**src/rtl/rx_frame_controller.sv**
```systemverilog
// Validates completed SPI frames, latches good ones atomically into the command register and runs the link-health/ESTOP FSM.
// Optional: define FRAME_COUNTER_EN to build the 8-bit good-frame counter driving frame_count (tied to 0 otherwise).

module rx_frame_controller #(
  parameter int unsigned BUFFER_SIZE    = 240,
  parameter logic [31:0] RX_MAGIC       = 32'h74697277,
  parameter int unsigned TIMEOUT_CYCLES = 4800000,
  parameter int unsigned BAD_LIMIT      = 4
) (
  input  logic                   clk,
  input  logic                   rst,
  input  logic                   frame_valid,
  input  logic [BUFFER_SIZE-1:0] rx_data,
  input  logic                   estop_in,
  output logic [BUFFER_SIZE-1:0] cmd_data,
  output logic                   data_valid,
  output logic [31:0]            header_tx,
  output logic                   error,
  output logic                   timeout,
  output logic                   estop,
  output logic [7:0]             frame_count
);

  localparam int unsigned   TW        = $clog2(TIMEOUT_CYCLES + 1);
  localparam logic [TW-1:0] TMO_LAST  = TW'(TIMEOUT_CYCLES - 1);
  localparam logic [3:0]    BAD_LIM   = 4'(BAD_LIMIT);
  localparam logic [31:0]   HDR_DATA  = 32'h64617461;
  localparam logic [31:0]   HDR_ESTOP = 32'h65737470;

  typedef enum logic [1:0] {
    S_INIT,
    S_RUN,
    S_TIMEOUT,
    S_ESTOP
  } state_t;

  state_t                 state;
  state_t                 state_next;
  logic [BUFFER_SIZE-1:0] cmd_reg;
  logic [TW-1:0]          tmo_cnt;
  logic [3:0]             bad_cnt;
  logic [3:0]             bad_inc;
  logic [31:0]            hdr;
  logic                   good;
  logic                   bad;
  logic                   bad_limit_hit;
  logic                   enables_clear;
  logic                   take;

  // Header bytes arrive little-endian from the top of the shift buffer.
  always_comb begin
    hdr = {rx_data[BUFFER_SIZE-25 -: 8], rx_data[BUFFER_SIZE-17 -: 8],
           rx_data[BUFFER_SIZE-9 -: 8],  rx_data[BUFFER_SIZE-1 -: 8]};
    good          = frame_valid && (hdr == RX_MAGIC);
    bad           = frame_valid && !good;
    bad_inc       = (bad_cnt == 4'hF) ? bad_cnt : bad_cnt + 4'd1;
    bad_limit_hit = bad && (bad_inc >= BAD_LIM);
    enables_clear = (rx_data[15:8] == 8'h00);
  end

  // Event priority: estop_in, then bad-header limit, then good frame, then timeout.
  always_comb begin
    state_next = state;
    take       = 1'b0;
    case (state)
      S_INIT: begin
        if (good) begin
          take       = 1'b1;
          state_next = S_RUN;
        end
      end
      S_RUN: begin
        if (estop_in || bad_limit_hit) begin
          state_next = S_ESTOP;
        end else if (good) begin
          take = 1'b1;
        end else if (tmo_cnt >= TMO_LAST) begin
          state_next = S_TIMEOUT;
        end
      end
      S_TIMEOUT: begin
        if (estop_in) begin
          state_next = S_ESTOP;
        end else if (good) begin
          take       = 1'b1;
          state_next = S_RUN;
        end
      end
      S_ESTOP: begin
        if (good && !estop_in && enables_clear) begin
          state_next = S_INIT;
        end
      end
      default: state_next = S_INIT;
    endcase
  end

  always_ff @(posedge clk or posedge rst) begin
    if (rst) begin
      state      <= S_INIT;
      cmd_reg    <= '0;
      data_valid <= 1'b0;
      header_tx  <= HDR_DATA;
      error      <= 1'b1;
      timeout    <= 1'b0;
      estop      <= 1'b0;
      tmo_cnt    <= '0;
      bad_cnt    <= '0;
    end else begin
      state      <= state_next;
      data_valid <= take;
      if (take) begin
        cmd_reg <= rx_data;
      end

      if (take) begin
        bad_cnt <= '0;
      end else if (bad) begin
        bad_cnt <= bad_inc;
      end

      if (state_next != S_RUN || take) begin
        tmo_cnt <= '0;
      end else if (tmo_cnt != '1) begin
        tmo_cnt <= tmo_cnt + TW'(1);
      end

      error     <= (state_next != S_RUN);
      timeout   <= (state_next == S_TIMEOUT);
      estop     <= (state_next == S_ESTOP);
      header_tx <= (state_next == S_ESTOP) ? HDR_ESTOP : HDR_DATA;
    end
  end

  // Joint enables are only visible to consumers while the link is healthy.
  assign cmd_data = {cmd_reg[BUFFER_SIZE-1:16],
                     cmd_reg[15:8] & {8{state == S_RUN}},
                     cmd_reg[7:0]};

`ifdef FRAME_COUNTER_EN
  logic [7:0] good_cnt;

  always_ff @(posedge clk or posedge rst) begin
    if (rst) begin
      good_cnt <= '0;
    end else if (take) begin
      good_cnt <= good_cnt + 8'd1;
    end
  end

  assign frame_count = good_cnt;
`else
  assign frame_count = '0;
`endif

endmodule

```
**config.mk**
```make
export PLATFORM = sky130hd
export DESIGN_NAME = rx_frame_controller
export DESIGN_NICKNAME = d
export VERILOG_FILES = /design/src/rtl/rx_frame_controller.sv
export SDC_FILE = /design/constraint.sdc
export NUM_CORES = 1
export LEC_CHECK = 0
export ABC_CLOCK_PERIOD_IN_PS = 11500
export CAP_MARGIN = 5
export CORE_AREA = 8 8 197 199
export CTS_CLUSTER_SIZE = 30
export DETAILED_ROUTE_END_ITERATION = 6
export DIE_AREA = 0 0 205 207
export PLACE_DENSITY_LB_ADDON = 0.08
export REMOVE_ABC_BUFFERS = 1
export SLEW_MARGIN = 20
export SYNTH_ARGS = -nofsm -noshare
export SYNTH_HDL_FRONTEND = slang
export SYNTH_SLANG_ARGS = --single-unit
```
**constraint.sdc**
```tcl
create_clock -name clk -period 11.5 [get_ports clk]
set_input_delay 1.725 -clock clk [delete_from_list [all_inputs] [get_ports clk]]
set_output_delay 1.725 -clock clk [all_outputs]
set_load 0.03 [all_outputs]
```
==> impl_results.md, run 1 <==
- Status: finished, final reports clean
- Post-synth EDFFs: 0
- Layout cells sized above 1: 23.4%
- Initial antenna violation count: 4
- Ys flop type: dfrtp_1
- Fin crit period: 4790 ps
- Die Height: approximately 210 um
- Max-slew headroom: 31.5%
- Startpoint Class: input port
- Inserted Clock Buffers: 34
- RSZ-0062 raised after global routing: no
- Drt pass-1 iters: 4
- CP Data Arrival Time: approximately 5200 ps
- Synth Warn #: 0
- Routed via count: 7997
- Clock power frac: 48.8%
- CTS resizes: 0
- Critical Path Fanout Max: 95
- Synth area leaders: dfrtp_1 (53%), mux2_2 (18%), buf_4 (16%)
- Pin count of the biggest net entering global routing: 146
- Setup Total Neg Slack: 0 ps
- Register area share after synthesis: 53.1%
- Total routed wirelength: 38000 um
- Crit Reg-Reg Endpoint: error
- Detail Placement HPWL: 28400 um
- Top-count cell post-synth: buf_4
- Post-synth top cells: buf_4 (273), dfrtp_1 (272), mux2_2 (208)
- Internal: 0.00173 W
- Global-route wire length before repair: around 57000 um
- Synth Area per Inst: 12.9 um2
- Clock net sink count: about 270
- Fin nets: between 1500 and 2000
- Fmax: 209 MHz
- CTS tree: done
- Max-cap check violation count: 0
- Clk buf depth: 3
- Remaining DRCs: 0
- # H-tree levels: 2
- Synth unique cells: 55
- Grt ovf: 0
- # IOs: 528
- Layout area overhead: 35.8%
- Sw power: 0.000478 W
- Async set or reset register ratio after synthesis: 100%
- Initial Utilization: 36.0%
- Sw Share: 21.7%
- Leading area contributor after synthesis: dfrtp_1
- Core area: 35900 um2
- Core Rows: 70
- Place WS: approximately 5900 ps
- Placer congestion estimate: between 0.7 and 0.8
- CTS Hold Bufs: 0
- Critical path endpoint category: flop
- Post-synthesis instance total: 1002
- Reg area: about 6900 um2
- Synth Register Bits: roughly 270
- Filler cell count: 3259
- Reg2reg setup slack: around 8500 ps
- Slew Limit Fails: 0
- Final-report hold violation count: 0
- Max reg flops: 240
- Global Route Usage Sum: between 15 and 20%
- Routed len/inst: 21.7 um
- DRT antenna net count: 0
- Die Wd: 205 um
- Critical Path RT: 11880 ps
- Setup crit end: cmd_reg[29]
- VDD IR-drop max: about 0.1 mV
- Clock Latency Late Sink: roughly 510 ps
- Worst min-delay path category: reg -> reg
- Pwr Density: 126 nW/um2
- Full die area: 42400 um2
- Clock transition at path regs: 60 ps
- Port bufs: 492
- Number of global-route vias before repair: 8851
- Root Driver: clkbuf_16
- Crit path kind: in -> reg
- Post-Syn Area: between 10000 and 15000 um2
- Worst-case reg-to-reg path depth: 7
- Clk_skew: 12.7 ps
- Setup violators final: 0
- Combinational share of power: 6.8%
- Routed vias/inst: ~4.6
- Fin crit share: 41.6%
- Yosys top cell area share: 52.6%
- Post-CTS Repair Setup Buffers: 0
- Slew @ Worst Pin: 1030 ps
- Flop pwr share: 44.4%
- Final total power: about 0.0022 W
- Leakage Power: 7.90 nW
- Initial DRC count: around 350
- Worst r2r src: tmo_cnt[0]
- Area of the multi-input gates: 3940 um2
- Crit path from: rx_data[230]
- Final worst-path setup slack: 6710 ps
## stage by stage
| step | util [%] | cells | hold WS [ps] | cell area, um2 |
|---|---|---|---|---|
| finish | 48.9 | 1754 | 463 | 17600 |
| global placement | 45.6 | 1692 | 449 | 16400 |
| floorplan | - | 726 | 472 | 10800 |
| detailed placement | 45.6 | 1692 | 452 | 16400 |
| global route | 48.9 | 1752 | 482 | 17500 |
| CTS | 48.8 | 1752 | 467 | 17500 |
## how the worst min path moves through the flow
| stage | from | to | slack, ps | cells past startpoint |
|---|---|---|---|---|
| 6_report | cmd_reg[236] | cmd_reg[236] | 460 | 1 |
| 3_5_place_dp | cmd_reg[232] | cmd_reg[232] | 450 | 1 |
| 3_3_place_gp | cmd_reg[232] | cmd_reg[232] | 450 | 1 |
| 4_1_cts | cmd_reg[236] | cmd_reg[236] | 470 | 1 |
| 2_1_floorplan | cmd_reg[10] | cmd_reg[10] | 470 | 1 |
| 5_1_grt | cmd_reg[236] | cmd_reg[236] | 480 | 1 |
## cell families after synthesis
family	Yosys count	synth area share (%)
buf+inv	316	17.5
flops	274	53.1
mux	210	18.3
simple gates	152	7.98
compound gates	27	1.68
xor+xnor	19	1.29
fa+ha+maj	2	0.194
other cells	2	0.0581
## worst max-delay path, cell delays in order
cell	delay (ps)
clkdlybuf4s50_1	450
nor4bb_1	310
nand4_1	260
nor2_1	250
o211ai_1	120
buf_4	260
inv_8	560
buf_4	740
mux2_2	410
## power by group through the flow
| stage | logic [W] | clock network (W) | registers [W] |
|---|---|---|---|
| floorplan | 0.0000567 | 0 | 0.000995 |
| global placement | 0.000150 | 0 | 0.000997 |
| detailed placement | 0.000152 | 0 | 0.000997 |
| CTS | 0.000153 | 0.00112 | 0.000980 |
| global route | 0.000166 | 0.00115 | 0.000980 |
| finish | 0.000150 | 0.00108 | 0.000980 |
## cell type report
| class | count | share of cell area [%] |
|---|---|---|
| Sequential cell | 274 | 39.1 |
| Multi-Input combinational cell | 445 | 22.4 |
| Antenna cell | 2 | 0.0285 |
| Timing Repair Buffer | 498 | 28.3 |
| Clock inverter | 8 | 0.392 |
| Tap cell | 468 | 3.34 |
| Inverter | 7 | 0.264 |
| Clock buffer | 52 | 6.15 |
## routing by layer
metal / up-vias / track usage (%) / wire (um)
met5: - / 0 / 48
met4: 8 / 4.12 / 681
met3: 51 / 8.90 / 4440
met2: 310 / 30.4 / 19300
met1: 3993 / 18.6 / 13500
li1: 3635 / - / -
## layout by cell type (no fill, tap or decap), types with 2 or more instances in the layout
| master | Yosys | layout |
|---|---|---|
| nor3_1 | 7 | 7 |
| clkinv_2 | 0 | 6 |
| nand2_1 | 10 | 10 |
| dfrtp_1 | 272 | 272 |
| nand2b_1 | 19 | 19 |
| or4_1 | 2 | 2 |
| dfstp_2 | 2 | 2 |
| nor2_1 | 15 | 15 |
| conb_1 | 2 | 35 |
| a21oi_1 | 5 | 5 |
| clkbuf_16 | 0 | 35 |
| nand3_1 | 10 | 10 |
| nor4bb_1 | 3 | 3 |
| mux2i_1 | 2 | 2 |
| xor2_1 | 8 | 8 |
| mux2_2 | 208 | 208 |
| inv_1 | 6 | 5 |
| and2_1 | 26 | 26 |
| diode_2 | 0 | 2 |
| nand4_1 | 12 | 12 |
| or2_2 | 3 | 3 |
| buf_4 | 273 | 5 |
| clkbuf_8 | 0 | 14 |
| xnor2_1 | 11 | 11 |
| and4b_1 | 4 | 4 |
| nor4_2 | 17 | 17 |
| and4_1 | 2 | 2 |
| o21ai_0 | 5 | 5 |
| clkbuf_1 | 7 | 3 |
| nor4_1 | 14 | 14 |
| a211o_1 | 2 | 2 |
| clkdlybuf4s50_1 | 0 | 492 |
| ha_1 | 2 | 2 |
Power figures use the tool's default switching activity.
==> inputs of run 2 (changes only) <==
Settings changed: ABC_CLOCK_PERIOD_IN_PS 11500 to 4700.
Clock period 11.5 ns to 4.7 ns, I/O delays scaled along.
==> impl_results.md, run 2 (same netlist as run 1, synthesis figures left out) <==
- Critical path's largest stage delay: 680 ps
- Global-route wire length before repair: 56600 um
- CP max stage cell: clkdlybuf4s50_1
- Commonest non-fill, non-tap cells in the layout: clkdlybuf4s50_1 (492), dfrtp_1 (272), mux2_2 (208)
- Pin count of the biggest net entering global routing: 108
- Clock Latency Late Sink: 540 ps
- Post-Layout Cell Count: 1754
- Die Height: 207 um
- Cells along the critical path: inv_1 > nor2_1 > and2_1 > clkdlybuf4s50_1
- Max-slew headroom: 29.2%
- Clk_skew: 8.10 ps
- Status: finished, final reports clean
- Layout cells sized above 1: 23.1%
- Inserted Clock Buffers: 31
- Full die area: 42400 um2
- Crit path kind: reg -> out
- Clock transition at path regs: roughly 60 ps
- CTS resizes: 0
- Worst r2r src: tmo_cnt[0]
- Number of global-route vias before repair: 8832
- Routed via count: 8039
- Fin crit share: between 60% and 70%
- Most common cell after layout, fill and taps aside: clkdlybuf4s50_1
- Critical Path RT: 3990 ps
- Fmax: 314 MHz
- Crit Reg-Reg Endpoint: error
- CTS Hold Bufs: 0
- Bufs and invs on worst path: 2
- # IOs: approximately 530
- Global Route Usage Sum: 17.2%
- Critical path endpoint category: output port
- Fin crit period: 3180 ps
- Slew Limit Fails: 0
- Grt ovf: 0
- Core area: about 36000 um2
- Reg2reg setup slack: 1730 ps
- Critical Path Fanout Max: 10
- # H-tree levels: 1
- Post-layout util: 48.7%
- Routed len/inst: 21.6 um
- Port bufs: 492
- Die Wd: 205 um
- Root Driver: clkbuf_16
- Critical path's top delay family: buffers and inverters
- Worst min-delay path category: reg -> reg
- Hold path depth: 1
- Placer congestion estimate: 0.757
- Final-report hold violation count: 0
- Setup violators final: 0
- Clock net sink count: 274
- Initial DRC count: 325
- Filler cell count: 3249
- Startpoint Class: flop
- Drt pass-1 iters: 4
- Core Rows: 70
- Post-placement cell count: 1698
- Clk buf depth: 3
- Total routed wirelength: 37900 um
- Detail Placement HPWL: 28800 um
- Crit path from: state[0]
- Max-cap check violation count: 0
- Pwr Density: a little under 300 nW/um2
- RSZ-0062 raised after global routing: no
- CTS tree: done
- Worst-case reg-to-reg path depth: 7
- Initial Utilization: about 36%
- DRT antenna net count: 0
- Fin nets: 1509
- Layout area overhead: 35.2%
- Max reg flops: 240
- CP Data Arrival Time: 2480 ps
- Setup crit end: cmd_data[14]
- Initial antenna violation count: 8
- WP depth: 4
- Remaining DRCs: 0
- Post-CTS Repair Setup Buffers: 0
- Routed vias/inst: 4.58
- Slew @ Worst Pin: 1060 ps
- Leakage Power: 7.86 nW
- VDD IR-drop max: around 0.25 mV
run 2: cell types whose count changed in the layout (fill, tap and decap cells not counted), moves of 2 or more:
cell       change
buf_4          +2
buf_12         +5
clkbuf_8       -8
clkbuf_1       +4
clkbuf_16      -4
run 2: power by group:
group	internal (W)	total, W	switching (W)
Sequential	0.00238	0.00240	0.0000188
Combinational	0.000219	0.000373	0.000153
Clock	0.00140	0.00235	0.000951
run 2: through the flow:
step                hold slack (ps)  total power, W  worst slack (ps)  area (um2)   TNS, ps
global route                    479         0.00534              1300       17500         0
floorplan                       472         0.00257             -3550       10800  -1094200
finish                          462         0.00512              1520       17500         0
global placement                449         0.00281              1040       16500         0
CTS                             468         0.00522              1410       17500         0
detailed placement              452         0.00282              1010       16500         0
run 2: how the worst min path moves through the flow:
stage | to | from | slack (ps)
floorplan | cmd_reg[10] | cmd_reg[10] | 470
global placement | cmd_reg[230] | cmd_reg[230] | 450
detailed placement | cmd_reg[232] | cmd_reg[232] | 450
CTS | cmd_reg[232] | cmd_reg[232] | 470
global route | cmd_reg[214] | cmd_reg[214] | 480
finish | cmd_reg[230] | cmd_reg[230] | 460
run 2: area by class of cell:
| class | instances | area, um2 | area share [%] |
|---|---|---|---|
| tap | 468 | 586 | 3.35 |
| clock inverter | 9 | 95.1 | 0.544 |
| timing repair buffer | 504 | 5080 | 29.0 |
| antenna | 3 | 7.51 | 0.0429 |
| multi-input combinational | 445 | 3940 | 22.5 |
| inverter | 7 | 41.3 | 0.236 |
| sequential | 274 | 6860 | 39.2 |
| clock buffer | 44 | 885 | 5.06 |
run 2: routing by layer:
layer / global-route usage (%) / wire length [um]
met3: 8.61 / 4530
met4: 4.04 / 726
met1: 18.5 / 13600
met5: 0 / 51
met2: 29.6 / 19000
